## config.mk

```make
export PLATFORM = sky130hd
export DESIGN_NAME = multicycle_control_flat
export DESIGN_NICKNAME = d
export VERILOG_FILES = /design/src/rtl/multicycle_control_pkg.sv /design/src/rtl/multicycle_control_if.sv /design/src/rtl/multicycle_control_wait_timer.sv /design/src/rtl/multicycle_control.sv /design/src/flat_wrapper.sv
export SDC_FILE = /design/constraint.sdc
export NUM_CORES = 1
export LEC_CHECK = 0
export ABC_AREA = 1
export CAP_MARGIN = 20
export CORE_UTILIZATION = 47
export DETAILED_ROUTE_END_ITERATION = 7
export DONT_BUFFER_PORTS = 1
export GPL_TIMING_DRIVEN = 1
export SLEW_MARGIN = 20
export SYNTH_ARGS = -nofsm -noshare
export SYNTH_HDL_FRONTEND = slang
export SYNTH_SLANG_ARGS = --single-unit
export TNS_END_PERCENT = 100
```

## constraint.sdc

```tcl
create_clock -name clk -period 3 [get_ports clk]
set_input_delay 0.45 -clock clk [delete_from_list [all_inputs] [get_ports clk]]
set_output_delay 0.45 -clock clk [all_outputs]
set_load 0.03 [all_outputs]
```

## src/rtl/multicycle_control_pkg.sv

```systemverilog
// Shared constants, state encoding and control-word layout for the multicycle MIPS control path.
package multicycle_control_pkg;

  localparam logic [5:0] OP_RTYPE = 6'b000000;
  localparam logic [5:0] OP_LW    = 6'b100011;
  localparam logic [5:0] OP_SW    = 6'b101011;
  localparam logic [5:0] OP_BEQ   = 6'b000100;
  localparam logic [5:0] OP_ADDI  = 6'b001000;
  localparam logic [5:0] OP_J     = 6'b000010;

  localparam logic [1:0] ALUOP_ADD   = 2'b00;
  localparam logic [1:0] ALUOP_SUB   = 2'b01;
  localparam logic [1:0] ALUOP_FUNCT = 2'b10;

  localparam logic [1:0] SRCB_RT     = 2'b00;
  localparam logic [1:0] SRCB_FOUR   = 2'b01;
  localparam logic [1:0] SRCB_IMM    = 2'b10;
  localparam logic [1:0] SRCB_IMM_SH = 2'b11;

  localparam logic [1:0] PCSRC_ALU    = 2'b00;
  localparam logic [1:0] PCSRC_ALUOUT = 2'b01;
  localparam logic [1:0] PCSRC_JUMP   = 2'b10;

  typedef enum logic [3:0] {
    IDLE   = 4'd0,
    FETCH  = 4'd1,
    DECODE = 4'd2,
    MEMADR = 4'd3,
    MEMRD  = 4'd4,
    MEMWB  = 4'd5,
    MEMWR  = 4'd6,
    REXE   = 4'd7,
    RWB    = 4'd8,
    BEQ    = 4'd9,
    ADDIEX = 4'd10,
    ADDIWB = 4'd11,
    JMP    = 4'd12
  } state_t;

  // Registered Moore control word; the *_rdy/*_zero enables still need their qualifier applied.
  typedef struct packed {
    logic       mem_req;
    logic       mem_write;
    logic       iord;
    logic       ir_write;
    logic       reg_write;
    logic       reg_dst;
    logic       mem_to_reg;
    logic       alu_src_a;
    logic [1:0] alu_src_b;
    logic [1:0] alu_op;
    logic [1:0] pc_src;
    logic       pc_write;
    logic       pc_write_rdy;
    logic       pc_write_zero;
  } ctrl_t;

endpackage

```

## src/rtl/multicycle_control_if.sv

```systemverilog
// Control bundle between the IR/ALU flags, the memory handshake and the datapath enables.
interface multicycle_control_if;

  logic [5:0] opcode;
  logic       zero;
  logic       mem_ready;
  logic       mem_req;
  logic       MemWrite;
  logic       IorD;
  logic       IRWrite;
  logic       RegWrite;
  logic       RegDst;
  logic       MemtoReg;
  logic       ALUSrcA;
  logic [1:0] ALUSrcB;
  logic [1:0] ALUOp;
  logic [1:0] PCSrc;
  logic       PCWrite;
  logic       illegal;
  logic       mem_err;

  modport master (
    input  opcode, zero, mem_ready,
    output mem_req, MemWrite, IorD, IRWrite, RegWrite, RegDst, MemtoReg,
           ALUSrcA, ALUSrcB, ALUOp, PCSrc, PCWrite, illegal, mem_err
  );

  modport slave (
    output opcode, zero, mem_ready,
    input  mem_req, MemWrite, IorD, IRWrite, RegWrite, RegDst, MemtoReg,
           ALUSrcA, ALUSrcB, ALUOp, PCSrc, PCWrite, illegal, mem_err
  );

endinterface

```

## src/rtl/multicycle_control_wait_timer.sv

```systemverilog
// Counts stalled cycles in a memory state and flags the last cycle allowed before an abort.
module multicycle_control_wait_timer #(
  parameter int TIMEOUT = 16,
  parameter int CNT_W   = 5
) (
  input  logic clk,
  input  logic rst,
  input  logic wait_en,
  output logic expired
);

  logic [CNT_W-1:0] count;

  assign expired = (count == CNT_W'(TIMEOUT - 1));

  // Clearing on expiry and whenever the wait ends means every memory-state entry starts from zero.
  always_ff @(posedge clk or posedge rst) begin
    if (rst)
      count <= '0;
    else if (!wait_en || expired)
      count <= '0;
    else
      count <= count + 1'b1;
  end

endmodule

```

## src/rtl/multicycle_control.sv

```systemverilog
// Main control FSM of the multicycle MIPS core with a bounded memory-ready wait.
// Jump support is built only when MC_JUMP_EN is defined; otherwise opcode 000010 is illegal.
module multicycle_control
  import multicycle_control_pkg::*;
#(
  parameter int TIMEOUT = 16,
  parameter int CNT_W   = 5
) (
  input  logic                        clk,
  input  logic                        rst,
  multicycle_control_if.master        bus
);

  state_t state;
  state_t nxt;
  ctrl_t  ctl;
  logic   expired;
  logic   wait_en;
  logic   timeout;
  logic   op_legal;

  assign wait_en = ctl.mem_req & ~bus.mem_ready;
  assign timeout = wait_en & expired;

  multicycle_control_wait_timer #(
    .TIMEOUT (TIMEOUT),
    .CNT_W   (CNT_W)
  ) u_timer (
    .clk     (clk),
    .rst     (rst),
    .wait_en (wait_en),
    .expired (expired)
  );

  function automatic ctrl_t decode_ctrl(state_t s);
    ctrl_t c;
    c = '0;
    case (s)
      FETCH: begin
        c.mem_req      = 1'b1;
        c.ir_write     = 1'b1;
        c.pc_write_rdy = 1'b1;
        c.alu_src_b    = SRCB_FOUR;
        c.alu_op       = ALUOP_ADD;
        c.pc_src       = PCSRC_ALU;
      end
      DECODE: c.alu_src_b = SRCB_IMM_SH;
      MEMADR, ADDIEX: begin
        c.alu_src_a = 1'b1;
        c.alu_src_b = SRCB_IMM;
      end
      MEMRD: begin
        c.mem_req = 1'b1;
        c.iord    = 1'b1;
      end
      MEMWR: begin
        c.mem_req   = 1'b1;
        c.iord      = 1'b1;
        c.mem_write = 1'b1;
      end
      MEMWB: begin
        c.reg_write  = 1'b1;
        c.mem_to_reg = 1'b1;
      end
      REXE: begin
        c.alu_src_a = 1'b1;
        c.alu_src_b = SRCB_RT;
        c.alu_op    = ALUOP_FUNCT;
      end
      RWB: begin
        c.reg_write = 1'b1;
        c.reg_dst   = 1'b1;
      end
      BEQ: begin
        c.alu_src_a     = 1'b1;
        c.alu_op        = ALUOP_SUB;
        c.pc_src        = PCSRC_ALUOUT;
        c.pc_write_zero = 1'b1;
      end
      ADDIWB: c.reg_write = 1'b1;
`ifdef MC_JUMP_EN
      JMP: begin
        c.pc_src   = PCSRC_JUMP;
        c.pc_write = 1'b1;
      end
`endif
      default: ;
    endcase
    return c;
  endfunction

  always_comb begin
    op_legal = 1'b0;
    case (bus.opcode)
      OP_LW, OP_SW, OP_RTYPE, OP_BEQ, OP_ADDI: op_legal = 1'b1;
`ifdef MC_JUMP_EN
      OP_J: op_legal = 1'b1;
`endif
      default: op_legal = 1'b0;
    endcase
  end

  // A timed-out access falls back to FETCH; FETCH simply re-enters itself with a fresh count.
  always_comb begin
    nxt = IDLE;
    case (state)
      IDLE:   nxt = FETCH;
      FETCH:  nxt = bus.mem_ready ? DECODE : FETCH;
      DECODE: begin
        case (bus.opcode)
          OP_LW, OP_SW: nxt = MEMADR;
          OP_RTYPE:     nxt = REXE;
          OP_BEQ:       nxt = BEQ;
          OP_ADDI:      nxt = ADDIEX;
`ifdef MC_JUMP_EN
          OP_J:         nxt = JMP;
`endif
          default:      nxt = FETCH;
        endcase
      end
      MEMADR: nxt = (bus.opcode == OP_LW) ? MEMRD : MEMWR;
      MEMRD:  nxt = bus.mem_ready ? MEMWB : (timeout ? FETCH : MEMRD);
      MEMWR:  nxt = (bus.mem_ready || timeout) ? FETCH : MEMWR;
      MEMWB:  nxt = FETCH;
      REXE:   nxt = RWB;
      RWB:    nxt = FETCH;
      BEQ:    nxt = FETCH;
      ADDIEX: nxt = ADDIWB;
      ADDIWB: nxt = FETCH;
`ifdef MC_JUMP_EN
      JMP:    nxt = FETCH;
`endif
      default: nxt = IDLE;
    endcase
  end

  always_ff @(posedge clk or posedge rst) begin
    if (rst) begin
      state <= IDLE;
      ctl   <= '0;
    end else begin
      state <= nxt;
      ctl   <= decode_ctrl(nxt);
    end
  end

  assign bus.mem_req  = ctl.mem_req & ~timeout;
  assign bus.MemWrite = ctl.mem_write & bus.mem_ready;
  assign bus.IorD     = ctl.iord;
  assign bus.IRWrite  = ctl.ir_write & bus.mem_ready;
  assign bus.RegWrite = ctl.reg_write;
  assign bus.RegDst   = ctl.reg_dst;
  assign bus.MemtoReg = ctl.mem_to_reg;
  assign bus.ALUSrcA  = ctl.alu_src_a;
  assign bus.ALUSrcB  = ctl.alu_src_b;
  assign bus.ALUOp    = ctl.alu_op;
  assign bus.PCSrc    = ctl.pc_src;
  assign bus.PCWrite  = ctl.pc_write
                      | (ctl.pc_write_rdy & bus.mem_ready)
                      | (ctl.pc_write_zero & bus.zero);
  assign bus.illegal  = (state == DECODE) & ~op_legal;
  assign bus.mem_err  = timeout;

endmodule
```

## src/flat_wrapper.sv

```systemverilog
// flat-port wrapper written by rule: the top's interface ports become plain ports
module multicycle_control_flat import multicycle_control_pkg::*;
#(
  parameter int TIMEOUT = 16,
  parameter int CNT_W   = 5
)
  (clk, rst, bus_opcode, bus_zero, bus_mem_ready, bus_mem_req, bus_MemWrite, bus_IorD, bus_IRWrite, bus_RegWrite, bus_RegDst, bus_MemtoReg, bus_ALUSrcA, bus_ALUSrcB, bus_ALUOp, bus_PCSrc, bus_PCWrite, bus_illegal, bus_mem_err);
  multicycle_control_if bus_i ();
  input  logic clk;
  input  logic rst;
  input wire logic [$bits(bus_i.opcode)-1:0] bus_opcode;
  input wire logic [$bits(bus_i.zero)-1:0] bus_zero;
  input wire logic [$bits(bus_i.mem_ready)-1:0] bus_mem_ready;
  output wire logic [$bits(bus_i.mem_req)-1:0] bus_mem_req;
  output wire logic [$bits(bus_i.MemWrite)-1:0] bus_MemWrite;
  output wire logic [$bits(bus_i.IorD)-1:0] bus_IorD;
  output wire logic [$bits(bus_i.IRWrite)-1:0] bus_IRWrite;
  output wire logic [$bits(bus_i.RegWrite)-1:0] bus_RegWrite;
  output wire logic [$bits(bus_i.RegDst)-1:0] bus_RegDst;
  output wire logic [$bits(bus_i.MemtoReg)-1:0] bus_MemtoReg;
  output wire logic [$bits(bus_i.ALUSrcA)-1:0] bus_ALUSrcA;
  output wire logic [$bits(bus_i.ALUSrcB)-1:0] bus_ALUSrcB;
  output wire logic [$bits(bus_i.ALUOp)-1:0] bus_ALUOp;
  output wire logic [$bits(bus_i.PCSrc)-1:0] bus_PCSrc;
  output wire logic [$bits(bus_i.PCWrite)-1:0] bus_PCWrite;
  output wire logic [$bits(bus_i.illegal)-1:0] bus_illegal;
  output wire logic [$bits(bus_i.mem_err)-1:0] bus_mem_err;
  assign bus_i.opcode = bus_opcode;
  assign bus_i.zero = bus_zero;
  assign bus_i.mem_ready = bus_mem_ready;
  assign bus_mem_req = bus_i.mem_req;
  assign bus_MemWrite = bus_i.MemWrite;
  assign bus_IorD = bus_i.IorD;
  assign bus_IRWrite = bus_i.IRWrite;
  assign bus_RegWrite = bus_i.RegWrite;
  assign bus_RegDst = bus_i.RegDst;
  assign bus_MemtoReg = bus_i.MemtoReg;
  assign bus_ALUSrcA = bus_i.ALUSrcA;
  assign bus_ALUSrcB = bus_i.ALUSrcB;
  assign bus_ALUOp = bus_i.ALUOp;
  assign bus_PCSrc = bus_i.PCSrc;
  assign bus_PCWrite = bus_i.PCWrite;
  assign bus_illegal = bus_i.illegal;
  assign bus_mem_err = bus_i.mem_err;
  multicycle_control #(.TIMEOUT(TIMEOUT), .CNT_W(CNT_W)) u_core (.clk(clk), .rst(rst), .bus(bus_i));
endmodule
```

Word-level counts from Yosys, hierarchy flattened. Cells that the tools add are included.

Flip-flop bits (word level): 23. Input port bits: 10. Output and inout bits: 17. Logic and storage cells: 87.

Add/subtract/negate cells: 1. Eq/ne operators: 27. Mux-type cells: 21. Bitwise operators: 11. Reductions and logical operators: 13.

Operator list (count): $eq 4x3->1 const B (8); $eq 4x4->1 const B (8); $pmux 4 s8 (1); $eq 4x2->1 const B (4); $pmux 4 s4 (1); $eq 6x6->1 const B (2); $mux 1 (11); $reduce_or 5->1 (2); $eq 4x1->1 const B (2); $and 1x1->1 (7); $eq 6x3->1 const B (1); $eq 6x4->1 const B (1); $logic_not 6->1 (1); $mux 3 (2); $pmux 2 s3 (1); $reduce_or 2->1 (3); $reduce_or 3->1 (2); $add 5x1->5 const B (1); $eq 5x4->1 const B (1); $mux 5 (1); $logic_not 4->1 (1); $mux 2 (2); $mux 4 (1); $pmux 2 s2 (1); 5 further kinds (8).

Longest topological paths before layout. Gate-level depths: netlist of run 1.

Word-level depth: 9. Depth in mapped cells: 12. Depth with buffers taken out: 12.

Hierarchy. From an unflattened synthesis of run 1, not the netlist that was laid out.

Cells, all modules: 150. Area, all modules: 1133.6 sq um.

Modules (own cells, without submodules): multicycle_control (instances 1, cells each 123, area an instance 904.6 sq um, sequential area each 400.4 sq um); multicycle_control_wait_timer (instances 1, cells each 27, area an instance 229.0 sq um, sequential area each 125.1 sq um).

Worst setup path before layout of run 1. No wires, ideal clock.

Path kind: register to output. From: reg u_core.u_timer.count[0]. To: out bus_mem_req. Arrival time: 1447 ps. Required time: 2550 ps. Path slack: 1103 ps. Stages on the path, launching flop included: 8. Buffers on the path: 0. Path through: dfrtp_1 > ha_1 > nand2_1 > nor2_1 > ha_1 > inv_1 > nor2_2 > nor2_1.

Longest elaborated chain between the ends: 4.

RTL lines: from (decl) (line multicycle_control_wait_timer.sv:12) `logic [CNT_W-1:0] count;`; from (signal assigned) (line multicycle_control_wait_timer.sv:23) `count <= count + 1'b1;`; $eq 5x4->1 (line multicycle_control_wait_timer.sv:14) `assign expired = (count == CNT_W'(TIMEOUT - 1));`; $and 1x1->1 (line multicycle_control.sv:23) `assign timeout = wait_en & expired;`; named net bus_mem_err (line flat_wrapper.sv:27) `output wire logic [$bits(bus_i.mem_err)-1:0] bus_mem_err;`; $not 1->1 (line multicycle_control.sv:147) `assign bus.mem_req = ctl.mem_req & ~timeout;`; $and 1x1->1 (line multicycle_control.sv:147); to (decl) (line flat_wrapper.sv:14) `output wire logic [$bits(bus_i.mem_req)-1:0] bus_mem_req;`.

The timed path passes the listed nets, and every way through them passes these cells.

Final worst setup path of run 1. Ends and elaborated chain as after synthesis.

==> impl_metrics.yaml, run 1 <==
job:
  maxCapViolations: 0
floorplanning:
  row_count: 17
  dieArea_sq_um: 2620
  core_area_sq_um: 2250
  die_x_um: 51.2
  start_util_pct: 50.4
  die_h_um: 51.2
  ios: 27
sta:
  fin_tns_setup_ps: 0
  hold_viol: 0
  skew_ps: 6.81
  slew_headroom_pct: 49.2
  fmax_mhz: 432
  finalCritPeriodShare_pct: 77.2
  drv_slew: 0
  rsz0062_at_grt: "no"
  min_period_ps: 2320
  worst_pin_slew_ps: 760
  setup_viol: 0
clock_tree:
  clk_pin_slew_ps: 120
  ctsLongestPathBuffers: 2
  cts_made_buffers: 3
  tritoncts: "done"
  htree_levels: 1
  cts-root-buf: "clkbuf_4"
  ctsHoldBuffers: 0
  insertion_delay_ps: 300
  clock_sinks: 21
  cts_setup_buffers: 0
  cts_resized: 0
layout:
  area_delta_synth_final_pct: 1.54
  final_common_cell: "nand2_1"
  nNetsFinal: 154
  postLayoutCellArea_sq_um: 1150
  antenna_cells: 0
  final_cell_mix: "nand2_1 (30), dfrtp_1 (21), nor2_1 (20)"
  drive_above_1_share_pct: 18.4
placement:
  gp_congestion: 0.837
  place.detailed.hpwl_um: 1650
  dpl-instance-area_sq_um: 1130
  io_buffer_count: 0
route:
  ant_nets: 0
  wl_per_cell_um: 12.0
  vias: 854
  drcViolationCount: 0
  dr.first_iter.drc_count: 25
  first_pass_iters: 4
  viasPerCell: 5.05
  wl_um: 2020
yosys:
  synth_nets: 155
  yosysWarnings: 0
  ys_seq_area_share_pct: 46.2
  synth_area_sq_um: 1140
  syn_inst: 143
  synth.area.top_cells: "dfrtp_1 (46%), nand2_1 (9.9%), nor2_1 (6.6%)"
  ys_ff_latch: 21
  synth_area_per_cell_sq_um: 7.95
  synth_cell_types: 22
  synth_top_area_share_pct: 46.2
  yosysTopAreaCell: "dfrtp_1"
power:
  p_sw_share_pct: 48.7
  p_int_uw: 534
  combPwrFrac_pct: 40.9
  p_per_area_nw_per_um2: 901
  total_leakage_power_nw: 0.661
  seq_power_share_pct: 46.0
  ir_worst_vdd_mv: 0.416
  p_switching_uw: 506
  clkPwrFrac_pct: 13.1
worst_setup_path:
  crit_slowest_cell: "dfrtp_1"
  critical_path_class: "reg -> out"
  r2r_setup_slack_ps: 1030
  critPathTopFamily: "simple AND/OR/NAND/NOR gates"
  cp_num_buf_inv: 1
  crit_path_cell_trace: "ha_1, nand2_1, nor2_1, ha_1, inv_1, nor2_2, nor2_1"
  endpoint_kind: "output port"
  crit_path_max_fanout: 3
  cp.required_ps: 2550
  crit_path_start_kind: "flop"
  critPathMaxStageDelay_ps: 390
  arrival_ps: 1870
global_route:
  grt_pass1_vias: 809
  overflow: 0
  antenna_found_initial: 0
  grt_pass1_wl_um: 3380
  grt.total_usage_pct: 17.9
  grt_max_degree: 22
hold_path:
  hold_path_class: "in -> async"
outcome:
  outcome: "finished, final reports clean"
-- registers in the layout, indices dropped and copies added, names as in the netlist --
name and cells:
u_core.bus.IorD 1, u_core.u_timer.count 5, u_core.bus.MemtoReg 1, u_core.bus.RegDst 1, u_core.ctl 4, u_core.bus.ALUSrcA 1, u_core.bus.RegWrite 1, u_core.bus.ALUOp 1
u_core.state 4, u_core.bus.ALUSrcB 2
-- kinds of logic after synthesis --
kind of cell             after synthesis  share of synthesized area, %
AO/OA/AOI/OAI                          4                          2.09
XOR/XNOR                               1                         0.770
adder cells (fa/ha/maj)                2                          2.20
buffers and inverters                 28                          11.7
flip-flops                            21                          46.2
other                                  1                         0.330
AND/OR/NAND/NOR                       86                          36.7
-- layer usage --
layer,global-route usage (%),routed length [um],vias up
met5,0,0,-
met4,9.26,25,0
met3,4.17,108,4
met2,29.6,980,28
met1,21.6,906,397
li1,-,-,425
-- through the flow --
step	hold slack [ps]	power (mW)	std cells	setup slack, ps	utilization, %
5_1_grt	215	1.12	169	527	51.2
6_report	154	1.04	169	683	51.2
2_1_floorplan	427	0.861	143	1100	-
3_5_place_dp	467	0.916	165	1020	50.0
3_3_place_gp	444	0.908	165	1060	50.0
4_1_cts	180	1.05	169	659	51.2
-- power by group through the flow --
stage | registers (mW) | clock network [mW] | logic, mW
2_1_floorplan | 0.440 | 0 | 0.421
3_3_place_gp | 0.483 | 0 | 0.424
3_5_place_dp | 0.486 | 0 | 0.430
4_1_cts | 0.480 | 0.142 | 0.431
5_1_grt | 0.489 | 0.151 | 0.483
6_report | 0.479 | 0.136 | 0.426
-- final cells by class --
class	instances	area, sq um
clock buffer	3	22.5
clock inverter	1	5.00
fill	230	1100
inverter	22	87.6
multi-input combinational	94	479
sequential	21	526
tap	28	35.0
-- cell usage after synthesis (all sizes together) --
library cell / count
a21oi: 3
ha: 2
nand4: 1
nand3: 14
xor2: 1
o21ai: 1
dfrtp: 21
nor2: 31
clkinv: 1
and3: 1
conb: 1
buf: 6
nor3b: 1
nand3b: 1
inv: 21
nand2: 37
-- worst paths after layout --
kind	from	cells past startpoint	to
setup / recovery	u_core.u_timer.count[0]	7	bus_mem_req
setup reg to reg	u_core.u_timer.count[0]	11	u_core.bus.RegWrite
hold reg to reg	u_core.u_timer.count[0]	1	u_core.u_timer.count[0]
min in group clk	bus_opcode[5]	3	u_core.bus.ALUOp[1]
max in group asynchronous	rst	1	u_core.bus.IorD
hold / removal	rst	1	u_core.state[0]
Power figures use the tool's default switching activity.
==> run 2, diff against run 1 <==
clock period = 2 ns   (was 3 ns; I/O delays follow)
==> run 2 against run 1 <==
  * Register-to-register slack got worse by 830 ps
  * Clock skew fell by 3.7 ps
  * Clock power rose by 46%
  * Wire length rose by 0.45%
  * First-iteration DRC count fell by 40%
  * Total power rose by 56%
  * Global-route usage rose by 0.33 points
  * Critical endpoint unchanged
  * Largest cell class unchanged
==> impl_metrics.yaml, run 2 (synthesized netlist as in run 1, its figures left out) <==
outcome:
  outcome: "finished, final reports clean"
sta:
  finalCritPeriodShare_pct: 93.7
  slew_headroom_pct: 50.0
  drv_slew: 0
  setup_viol: 0
  skew_ps: 3.10
  min_period_ps: 1870
  worst_pin_slew_ps: 749
  hold_viol: 0
  fmax_mhz: 534
job:
  maxCapViolations: 0
floorplanning:
  die_x_um: 51.2
  dieArea_sq_um: 2620
  die_h_um: 51.2
  start_util_pct: 50.4
  row_count: 17
  core_area_sq_um: 2250
  ios: 27
global_route:
  grt_pass1_wl_um: 3490
  grt.total_usage_pct: 18.3
  overflow: 0
  grt_max_degree: 22
  grt_pass1_vias: 851
  antenna_found_initial: 0
route:
  drcViolationCount: 0
  vias: 855
  viasPerCell: 4.86
  wl_per_cell_um: 11.5
  ant_nets: 0
  dr.first_iter.drc_count: 15
  wl_um: 2030
  first_pass_iters: 4
layout:
  largest_reg_flops: 5
  ff_latch_area_sq_um: 526
  fin_cells: 176
  top_register: "u_core.u_timer.count"
  drive_above_1_share_pct: 25.0
  top_regs: "u_core.u_timer.count: 5 flops, u_core.ctl: 4 flops, u_core.state: 4 flops"
  nNetsFinal: 161
  final_common_cell: "nand2_1"
  n_fill_cell: 244
  final_cell_mix: "nand2_1 (29), dfrtp_1 (21), nor2_1 (20)"
  antenna_cells: 0
  area_delta_synth_final_pct: 7.92
  postLayoutCellArea_sq_um: 1230
  multi_input_area_sq_um: 500
clock_tree:
  htree_levels: 1
  cts-root-buf: "clkbuf_4"
  cts_made_buffers: 3
  clk_pin_slew_ps: 110
  clock_sinks: 21
  tritoncts: "done"
  ctsHoldBuffers: 0
  ctsLongestPathBuffers: 2
  insertion_delay_ps: 300
worst_setup_path:
  endpoint_kind: "output port"
  crit_path_max_fanout: 3
  arrival_ps: 1570
  cp.required_ps: 1700
  critical_path_class: "reg -> out"
  crit_path_start_kind: "flop"
placement:
  io_buffer_count: 0
  place.detailed.hpwl_um: 1590
  dpl-instance-area_sq_um: 1160
  dpl.cell_count: 169
  gp_congestion: 0.827
hold_path:
  hold_path_class: "in -> async"
power:
  p_per_area_nw_per_um2: 1320
  total_leakage_power_nw: 0.695
  ir_worst_vdd_mv: 0.782
-- run 2: cell type report --
class                      instances  area share, %
tap                               28           2.85
timing repair buffer               7           4.28
multi-input combinational         94           40.8
clock buffer                       4           2.14
sequential                        21           42.8
inverter                          22           7.14
-- run 2: metrics by stage --
stage	util [%]	TNS [ps]	worst slack, ps	hold slack [ps]	power, mW
detailed placement	51.3	0	124	378	1.39
CTS	52.5	0	56.7	32.5	1.60
finish	54.4	0	126	4.85	1.62
floorplan	-	0	215	277	1.29
global route	54.4	-14.2	-14.2	86.9	1.75
global placement	51.3	0	180	362	1.38
-- run 2: repair_timing --
item,CTS,global route
gates resized for setup,0,7
buffers inserted,0,3
endpoints found under the setup margin,0,12
hold endpoints to repair,0,0
-- run 2: power breakdown --
part           internal [mW]  switching [mW]  leakage [nW]
logic                  0.230           0.485         0.400
clock network         0.0777           0.122        0.0150
registers              0.536           0.172         0.280
total                  0.844           0.778         0.695
-- run 2: path summary, 6_finish.rpt --
check,from,end,slack [ps],cells after the start
max in group asynchronous,rst,u_core.u_timer.count[0],1530,1
worst min register to register,u_core.u_timer.count[0],u_core.u_timer.count[0],540,2
worst max-delay path,u_core.u_timer.count[1],bus_mem_req,130,8
min in group clk,bus_mem_ready,u_core.bus.ALUSrcB[0],230,2
worst max register to register,u_core.u_timer.count[1],u_core.bus.ALUSrcB[1],200,13
worst min-delay path,rst,u_core.ctl[1],5,1
-- run 2: routing by layer --
metal | track usage [%] | wire length, um | vias to the layer above
met5 | 0 | 0 | -
met4 | 4.63 | 14 | 0
met3 | 6.25 | 81 | 2
met2 | 31.1 | 1000 | 15
met1 | 21.8 | 931 | 400
li1 | - | - | 438
-- run 2: worst max-delay path, stage by stage, from the launching register on --
cell	delay, ps
dfrtp_1	370
ha_2	190
nand2_2	50
nor2_1	110
ha_2	210
inv_2	50
nor2_4	90
nor2_1	50
buf_4	160
